### src/rtl/i_fetch.sv
// Instruction fetch unit: drives byte addresses to the instruction memory,
// captures the word returned one cycle later into a 2-entry prefetch FIFO,
// and hands instructions to decode with a valid/ready handshake. A redirect
// from execute flushes everything in flight and restarts at the target.
module i_fetch #(
  parameter int unsigned           XLEN     = 32,
  parameter int unsigned           ADDR_LEN = 14,
  parameter logic [ADDR_LEN-1:0]   RESET_PC = '0
) (
  input  logic                clk,
  input  logic                rstb,
  output logic [ADDR_LEN-1:0] i_addr,
  input  logic [XLEN-1:0]     i_rd_data,
  input  logic                redir_valid,
  input  logic [ADDR_LEN-1:0] redir_pc,
  output logic                inst_valid,
  input  logic                inst_ready,
  output logic [XLEN-1:0]     inst,
  output logic [ADDR_LEN-1:0] inst_pc
);

  // Next sequential word address; wraps modulo 2^ADDR_LEN.
  function automatic logic [ADDR_LEN-1:0] pc_inc(input logic [ADDR_LEN-1:0] pc);
    return pc + ADDR_LEN'(4);
  endfunction

  // Stage p0: address being issued this cycle.
  logic [ADDR_LEN-1:0] fetch_pc_p0;
  // Stage p1: read in flight, its data arrives on i_rd_data this cycle.
  logic                vld_p1;
  logic [ADDR_LEN-1:0] pc_p1;

  // Prefetch FIFO, entry 0 is always the head.
  logic [ADDR_LEN-1:0] fifo_pc   [2];
  logic [XLEN-1:0]     fifo_word [2];
  logic [1:0]          count;

  logic [ADDR_LEN-1:0] redir_tgt;
  logic                pop;
  logic                push;
  logic                issue;
  logic [2:0]          occupancy;
  logic                wr_hi;
  logic                unused_redir_lsb;

  // Low address bits of a redirect are forced to a word boundary.
  assign redir_tgt        = {redir_pc[ADDR_LEN-1:2], 2'b00};
  assign unused_redir_lsb = ^redir_pc[1:0];

  assign i_addr     = redir_valid ? redir_tgt : fetch_pc_p0;
  assign inst_valid = (count != 2'd0) && !redir_valid;
  assign inst       = fifo_word[0];
  assign inst_pc    = fifo_pc[0];

  assign pop  = inst_valid && inst_ready;
  assign push = vld_p1 && !redir_valid;

  // Issue only while buffered + in-flight words after this cycle's pop
  // leave room, so a returning word can never find the FIFO full.
  assign occupancy = {1'b0, count} + {2'b00, vld_p1} - {2'b00, pop};
  assign issue     = occupancy < 3'd2;

  // Slot receiving a pushed word: after a simultaneous pop the tail moves down.
  assign wr_hi = pop ? (count == 2'd2) : (count == 2'd1);

  // PC, in-flight read and occupancy control; redirect has top priority.
  always_ff @(posedge clk or negedge rstb) begin
    if (!rstb) begin
      fetch_pc_p0 <= RESET_PC;
      vld_p1      <= 1'b0;
      pc_p1       <= '0;
      count       <= 2'd0;
    end else if (redir_valid) begin
      fetch_pc_p0 <= pc_inc(redir_tgt);
      vld_p1      <= 1'b1;
      pc_p1       <= redir_tgt;
      count       <= 2'd0;
    end else begin
      if (issue) begin
        fetch_pc_p0 <= pc_inc(fetch_pc_p0);
        vld_p1      <= 1'b1;
        pc_p1       <= fetch_pc_p0;
      end else begin
        vld_p1      <= 1'b0;
      end
      count <= count + {1'b0, push} - {1'b0, pop};
    end
  end

  // FIFO storage: shift on pop, write returning word into the tail slot.
  always_ff @(posedge clk or negedge rstb) begin
    if (!rstb) begin
      fifo_pc[0]   <= '0;
      fifo_pc[1]   <= '0;
      fifo_word[0] <= '0;
      fifo_word[1] <= '0;
    end else if (!redir_valid) begin
      if (pop) begin
        fifo_pc[0]   <= fifo_pc[1];
        fifo_word[0] <= fifo_word[1];
      end
      if (push) begin
        if (wr_hi) begin
          fifo_pc[1]   <= pc_p1;
          fifo_word[1] <= i_rd_data;
        end else begin
          fifo_pc[0]   <= pc_p1;
          fifo_word[0] <= i_rd_data;
        end
      end
    end
  end

endmodule
### config.mk
export PLATFORM = sky130hd
export DESIGN_NAME = i_fetch
export DESIGN_NICKNAME = d
export VERILOG_FILES = /design/src/rtl/i_fetch.sv
export SDC_FILE = /design/constraint.sdc
export NUM_CORES = 1
export LEC_CHECK = 0
export CAP_MARGIN = 20
export CORE_ASPECT_RATIO = 2
export CORE_UTILIZATION = 45
export CTS_CLUSTER_SIZE = 12
export DETAILED_ROUTE_END_ITERATION = 12
export PLACE_DENSITY = 0.67
export SLEW_MARGIN = 20
export SYNTH_ARGS = -nofsm -noshare
export SYNTH_HDL_FRONTEND = slang
export SYNTH_SLANG_ARGS = --single-unit
### constraint.sdc
create_clock -name clk -period 4 [get_ports clk]
set_clock_uncertainty 0.1 [all_clocks]
set_input_delay 0.8 -clock clk [delete_from_list [all_inputs] [get_ports clk]]
set_output_delay 0.8 -clock clk [all_outputs]
set_load 0.1 [all_outputs]
Word-level counts from Yosys, hierarchy flattened
Index checks and enable logic that the tools add are counted.
- output and inout port bits: 61
- word-level logic and storage cells: 42
- flip-flop bits (word level): 123
- input port bits: 50
- reduce and logical (&&, ||, !) cells: 7
- eq/ne operators: 2
- multiplexer cells: 17
- bitwise gates (word level): 1
- add/sub/neg operators: 6
- $lt $le $gt $ge: 1
- operators with widths (kind ; number):
    $mux W14 ; 8
    $mux W32 ; 3
    $mux W64 ; 1
    $add A14 B3 Y14 const B ; 2
    $mux W28 ; 1
    $reduce_bool A2 Y1 ; 2
    $add A2 B1 Y3 ; 1
    $logic_and A1 B1 Y1 ; 3
    $lt A3 B2 Y1 const B ; 1
    $mux W1 ; 3
    $reduce_and A3 Y1 ; 1
    $sub A3 B1 Y3 ; 1
    $add A2 B1 Y2 ; 1
    $eq A2 B1 Y1 const B ; 1
    $eq A2 B2 Y1 const B ; 1
    $mux W2 ; 1
    $sub A2 B1 Y2 ; 1
    $logic_not A1 Y1 ; 1
    $not A1 Y1 ; 1

Logic depth before layout (Yosys ltp)
Gate-level depths: netlist (run 1).
- depth after elaboration: 7
- mapped depth: 15
- depth with buffers taken out: 11

Worst setup path after synthesis (run 1)
OpenSTA, ideal clock, no wires.
- kind: input port to flip-flop
- start point: in redir_valid
- end point: reg fetch_pc_p0[11]
- buffers on the path: 4
- data arrival time: 3555 ps
- setup time: 130 ps
- stages on the path: 15
- path slack: 215 ps
- data required time: 3770 ps
- path through: buf_6 > o21ba_4 > nand2_4 > inv_2 > buf_2 > buf_2 > ha_1 > nand2b_1 > fa_1 > xnor2_1 > a21oi_2 > inv_1 > buf_2 > mux2i_1 > nor3_1
- word-level cells in the longest chain between the ends: 6
- elaborated cells between the ends (all ways): 7
- classes of those cells: 1 x add/sub; 1 x order compare; 1 x mux; 4 x reduce/logical
- RTL lines (item ; line ; source):
    start: declaration ; 14 ; input logic redir_valid,
    $logic_not A1 Y1 ; - ;
    $logic_and A1 B1 Y1 ; 51 ; assign inst_valid = (count != 2'd0) && !redir_valid;
    via inst_valid ; 16 ; output logic inst_valid,
    $logic_and A1 B1 Y1 ; 55 ; assign pop = inst_valid && inst_ready;
    $sub A3 B1 Y3 ; 60 ; assign occupancy = {1'b0, count} + {2'b00, vld_p1} - {2'b00, pop};
    $lt A3 B2 Y1 ; 61 ; assign issue = occupancy < 3'd2;
    $reduce_bool A2 Y1 (no line) ; - ;
    end signal: assignment ; 74 ; fetch_pc_p0 <= pc_inc(redir_tgt);
    end signal: assignment ; 80 ; fetch_pc_p0 <= pc_inc(fetch_pc_p0);
    end: declaration ; 28 ; logic [ADDR_LEN-1:0] fetch_pc_p0;
The timed path passes the listed nets, and every way through them passes these cells.
A chain may end at the register's enable or synchronous reset.

Worst setup path in the final report (run 1)
- start point: in redir_valid
- end point: out i_addr[4]
- word-level cells in the longest chain between the ends: 1
- RTL lines (item ; line ; source):
    $mux W14 ; 50 ; assign i_addr = redir_valid ? redir_tgt : fetch_pc_p0;
    end: declaration ; 12 ; output logic [ADDR_LEN-1:0] i_addr,
No other way between the ends.

==> results of run 1 <==
per-stage QoR:
step           cells  instance area [um2]  hold WS, ns  worst slack, ns
5_1_grt          697                 7290        0.400            0.545
4_1_cts          697                 7290        0.386            0.669
3_3_place_gp     665                 6610        0.366            0.395
2_1_floorplan    478                 5710        0.345            0.215
6_report         697                 7290        0.381            0.674
3_5_place_dp     665                 6610        0.374            0.370
cells in the final DEF, fill, tap and decap left out, types with 3 or more instances in the layout:
master           netlist  final
mux2_1                10     10
o31ai_1                4      4
inv_1                 11     11
o21ai_0                6      6
xnor2_1                6      6
and3_1                37     37
mux2i_1                8      8
nand2_1               17     17
and2_1                 3      3
ha_1                   5      5
nor2_1                32     32
buf_12                 0     15
a21oi_1               14     14
bufinv_16              0      6
dfrtp_1              117    117
nand3b_1               3      3
a221o_1               32     32
clkinv_2               0      3
buf_4                 49     10
clkdlybuf4s50_1        0     92
a221o_2                5      5
a2bb2oi_1              6      6
clkbuf_16              0     17
mux2_2                39     39
nand3_1                5      5
final cells by class:
cell class	count	area share
clock inverters	13	0.0312
flip-flops and latches	117	0.402
inverters	12	0.00618
repair buffers	117	0.178
multi-input cells	272	0.296
clock buffers	19	0.0621
well taps	147	0.0252
worst max-delay path, delay by kind of cell:
family | cells | cell delay [ns]
mux | 1 | 0.44
buf+inv | 4 | 1.18
per-layer routing:
layer,vias up,share of wire
met4,0,0.040
met2,113,0.54
li1,1806,-
met1,1936,0.37
met5,-,0
met3,30,0.043
worst max-delay path by stage:
stage	to	slack, ns
finish	i_addr[4]	0.67
global route	i_addr[10]	0.55
CTS	i_addr[10]	0.67
detailed placement	fetch_pc_p0[11]$_DFFE_PN0P_	0.37
global placement	fetch_pc_p0[11]$_DFFE_PN0P_	0.40
floorplan	fetch_pc_p0[11]$_DFFE_PN0P_	0.22
state kept, by name, indices dropped and copies added (netlist names):
name         count
vld_p1           1
inst_pc         14
inst            32
fifo_word       32
fetch_pc_p0     12
count            2
pc_p1           12
fifo_pc         12
cell families (layout without fill, tap and decap cells):
logic type / Yosys count / in the layout / share of synthesized area
flops: 117 / 117 / 0.513
simple gates: 113 / 113 / 0.107
buf+inv: 89 / 161 / 0.109
compound gates: 87 / 87 / 0.133
mux: 57 / 57 / 0.111
xor+xnor: 7 / 7 / 0.0108
fa+ha+maj: 6 / 6 / 0.0145
other cells: 1 / 2 / 0.000658
==> results.yml, run 1 <==
logic_synthesis:
  ys.flop_type: "dfrtp_1"
  syn_avg_cell_area_um2: 12.0
  synth_edf_count: 0
  synth.distinct_cells: 53
  synthTopCellsByCount: "dfrtp_1, buf_4, mux2_2"
  synth_area_leaders: "dfrtp_1, mux2_2, buf_4"
  yosys_warnings: 0
  synth_top_area_share: 0.513
  syn_area_um2: 5700
  synthCells: 477
  yosysTopAreaCell: "dfrtp_1"
  yosysMostFrequentCell: "dfrtp_1"
  seq_area_frac_synth: 0.513
  synth_seq_cells: 117
  async_flop_share: 1.00
detailed_routing:
  wl_per_cell_um: 17.9
  drc: 0
  routed_wl_um: 12500
  vias_per_cell: 5.57
  antenna_left: 0
  drt_iter0_markers: 176
  dr.pass1.iters: 4
  dr_total_vias: 3885
global_routing:
  top_usage_layer: "met2"
  grt_antenna_before_repair: 0
  met2_usage: 0.343
  grt_max_degree: 66
  met3_usage: 0.0475
  grt_pass1_vias: 3950
  grt_pass1_wl_um: 19500
  groute.usage.overall: 0.199
  met1_usage: 0.210
  grt_overflow_total: 0
placed_design:
  port_buffers: 106
  hpwl_um: 8380
  finalWeightedCongestion: 0.807
floorplanning:
  chipWidth_um: 81.6
  fp-row-count: 57
  core_area_um2: 12300
  die_y_um: 161
  die_area_um2: 13200
  start_util: 0.465
  ioPinCount: 111
critical_path:
  cp_max_fo: 27
  path_cells: "clkdlybuf4s50_1 -> buf_4 -> mux2i_1 -> inv_1 -> buf_12"
  slowest_delay_ns: 0.48
  rr_worst_depth: 12
  reg2reg_slack_ns: 1.09
  cp.arrival_ns: 2.43
  crit_slowest_cell: "clkdlybuf4s50_1"
  cp.required_ns: 3.10
  end_kind: "output pin"
  r2r-start: "count[1]$_DFF_PN0_"
  crit_type: "primary input to output pin"
  reg2reg_to: "fetch_pc_p0[11]$_DFFE_PN0P_"
  crit_start: "redir_valid"
  start_kind: "primary input"
finish:
  fin_util: 0.594
  fillCellCount: 996
  regArea_um2: 2930
  area_growth_pct: 27.8
  layout-drive-gt1-share: 0.207
  layout.nets: 593
  multiInputGateArea_um2: 2160
  antennaDiodeCount: 0
clock_network:
  clk_latency_ns: 0.41
  clk_pin_slew_ns: 0.05
  ctsResizeCount: 0
  cts_max_path_buffers: 2
  cts_sinks: 117
  post_cts_buffers: 0
  cts_tree: "built"
  cts_buffers: 17
  cts_hold_buf: 0
  root_buffer: "clkbuf_16"
  ctsHtreeMaxLevel: 4
timing:
  layout_worst_path_cycle_share: 0.831
  rsz0062_at_grt: "no"
  min_period_ns: 3.33
  setup_violations: 0
  slew_viol_final: 0
  max_freq_ghz: 0.301
  tightest_slew_ns: 1.05
  report.final.hold_viol_count: 0
  setup-tns-final_ns: 0
  max_slew_margin: 0.296
hold_path:
  min_to: "fifo_pc[5]$_DFFE_PN0P_"
  hold_path.class: "register to register"
  hp-start: "fifo_pc[5]$_DFFE_PN0P_"
  hold_path_depth: 1
flow_run:
  cap_violations: 0
run_status:
  status: "finished, final reports clean"
Power of run 1 is left out: the tool's default activity adds up to more than one toggle a clock period on the data nets, which glitch-free logic cannot reach.
==> inputs of run 2 (changes only) <==
Clock period 4 ns to 3.3 ns, I/O delays scaled along.
==> run 2 against run 1 <==
Net effect:
- utilization up 0.082 points
- hold slack worse by 0.31 ns
- count of clock-buffer cells in the layout unchanged
==> results.yml, run 2 (synthesized netlist as in run 1, its figures left out) <==
floorplanning:
  fp-row-count: 57
  die_y_um: 161
  core_area_um2: 12300
  ioPinCount: 111
  die_area_um2: 13200
  start_util: 0.465
  chipWidth_um: 81.6
placed_design:
  port_buffers: 106
  post-place-ws_ns: 0.0548
  finalWeightedCongestion: 0.795
  placed_area_um2: 6650
  hpwl_um: 8510
  place_inst: 676
detailed_routing:
  drt_iter0_markers: 199
  drc: 0
  wl_per_cell_um: 17.5
  vias_per_cell: 5.54
  routed_wl_um: 12400
  dr_total_vias: 3923
  dr.pass1.iters: 4
  antenna_left: 0
timing:
  report.final.hold_viol_count: 0
  layout_worst_path_cycle_share: 0.919
  min_period_ns: 3.03
  rsz0062_at_grt: "no"
  postLayoutSetupSlackWorst_ns: 0.267
  setup_violations: 0
  tightest_slew_ns: 0.519
  max_freq_ghz: 0.330
  max_slew_margin: 0.652
  slew_viol_final: 0
critical_path:
  cp_max_fo: 27
  start_kind: "primary input"
  crit_type: "primary input to output pin"
  end_kind: "output pin"
  cp.required_ns: 2.54
  reg2reg_slack_ns: 0.65
  path_cells: "clkdlybuf4s50_1 -> buf_4 -> mux2i_1 -> inv_1 -> buf_12"
  r2r-start: "count[1]$_DFF_PN0_"
  slowest_delay_ns: 0.50
  cp.arrival_ns: 2.27
  crit_start: "redir_valid"
  crit_slowest_cell: "clkdlybuf4s50_1"
finish:
  final_cells: 708
  layout.nets: 604
  layout-drive-gt1-share: 0.312
  final_common_cell: "dfrtp_1"
  final_cell_mix: "dfrtp_1, buf_4, clkdlybuf4s50_1, mux2_2, and3_1"
  area_growth_pct: 28.0
  fillCellCount: 1031
  stdcell_area_um2: 7300
  antennaDiodeCount: 0
global_routing:
  grt_antenna_before_repair: 0
  groute.usage.overall: 0.204
  grt_max_degree: 91
  grt_overflow_total: 0
  grt_pass1_vias: 4166
  grt_pass1_wl_um: 20300
clock_network:
  ctsHtreeMaxLevel: 4
  post_cts_buffers: 0
  clk_pin_slew_ns: 0.05
  clk_latency_ns: 0.40
  cts_buffers: 17
  cts_max_path_buffers: 2
  cts_tree: "built"
  ctsResizeCount: 0
  cts_sinks: 117
  cts_hold_buf: 0
  root_buffer: "clkbuf_16"
flow_run:
  cap_violations: 0
hold_path:
  hold_path.class: "primary input to asynchronous set/reset pin"
run_status:
  status: "finished, final reports clean"
## run 2: worst max-delay path, delay by kind of cell
kind | cells | cell delay, ns
mux | 1 | 0.40
buf+inv | 4 | 1.20
## run 2: metal layers
metal	GRT usage	routed length [um]	vias to the layer above
met5	0	0	-
met4	0.0877	244	0
met3	0.0446	488	15
met2	0.370	6900	108
met1	0.219	4770	1978
li1	-	-	1822
## run 2: worst paths after layout
kind,to,cells after the start
min reg2reg,fifo_word[18]$_DFFE_PN0P_,1
min in group clk,fifo_word[18]$_DFFE_PN0P_,1
max in group asynchronous,pc_p1[6]$_DFFE_PN0P_,2
min,pc_p1[9]$_DFFE_PN0P_,1
max reg2reg,pc_p1[6]$_DFFE_PN0P_,12
max,i_addr[6],5
## run 2: final cells by class
type,instances,area (um2),area share
repair buffers,128,1300,0.178
inverters,12,45.0,0.00617
well taps,147,184,0.0252
flip-flops and latches,117,2930,0.401
clock buffers,19,443,0.0607
clock inverters,13,205,0.0281
multi-input cells,272,2190,0.300
## run 2: metrics by stage
stage / util / setup TNS [ns] / hold WS, ns
final: 0.595 / 0 / 0.0729
after detailed placement: 0.542 / 0 / 0.372
after floorplan: - / -0.383 / 0.264
after global placement: 0.542 / 0 / 0.365
after CTS: 0.595 / 0 / 0.0760
after global routing: 0.595 / 0 / 0.0873
Power of run 2 is left out for the same reason.
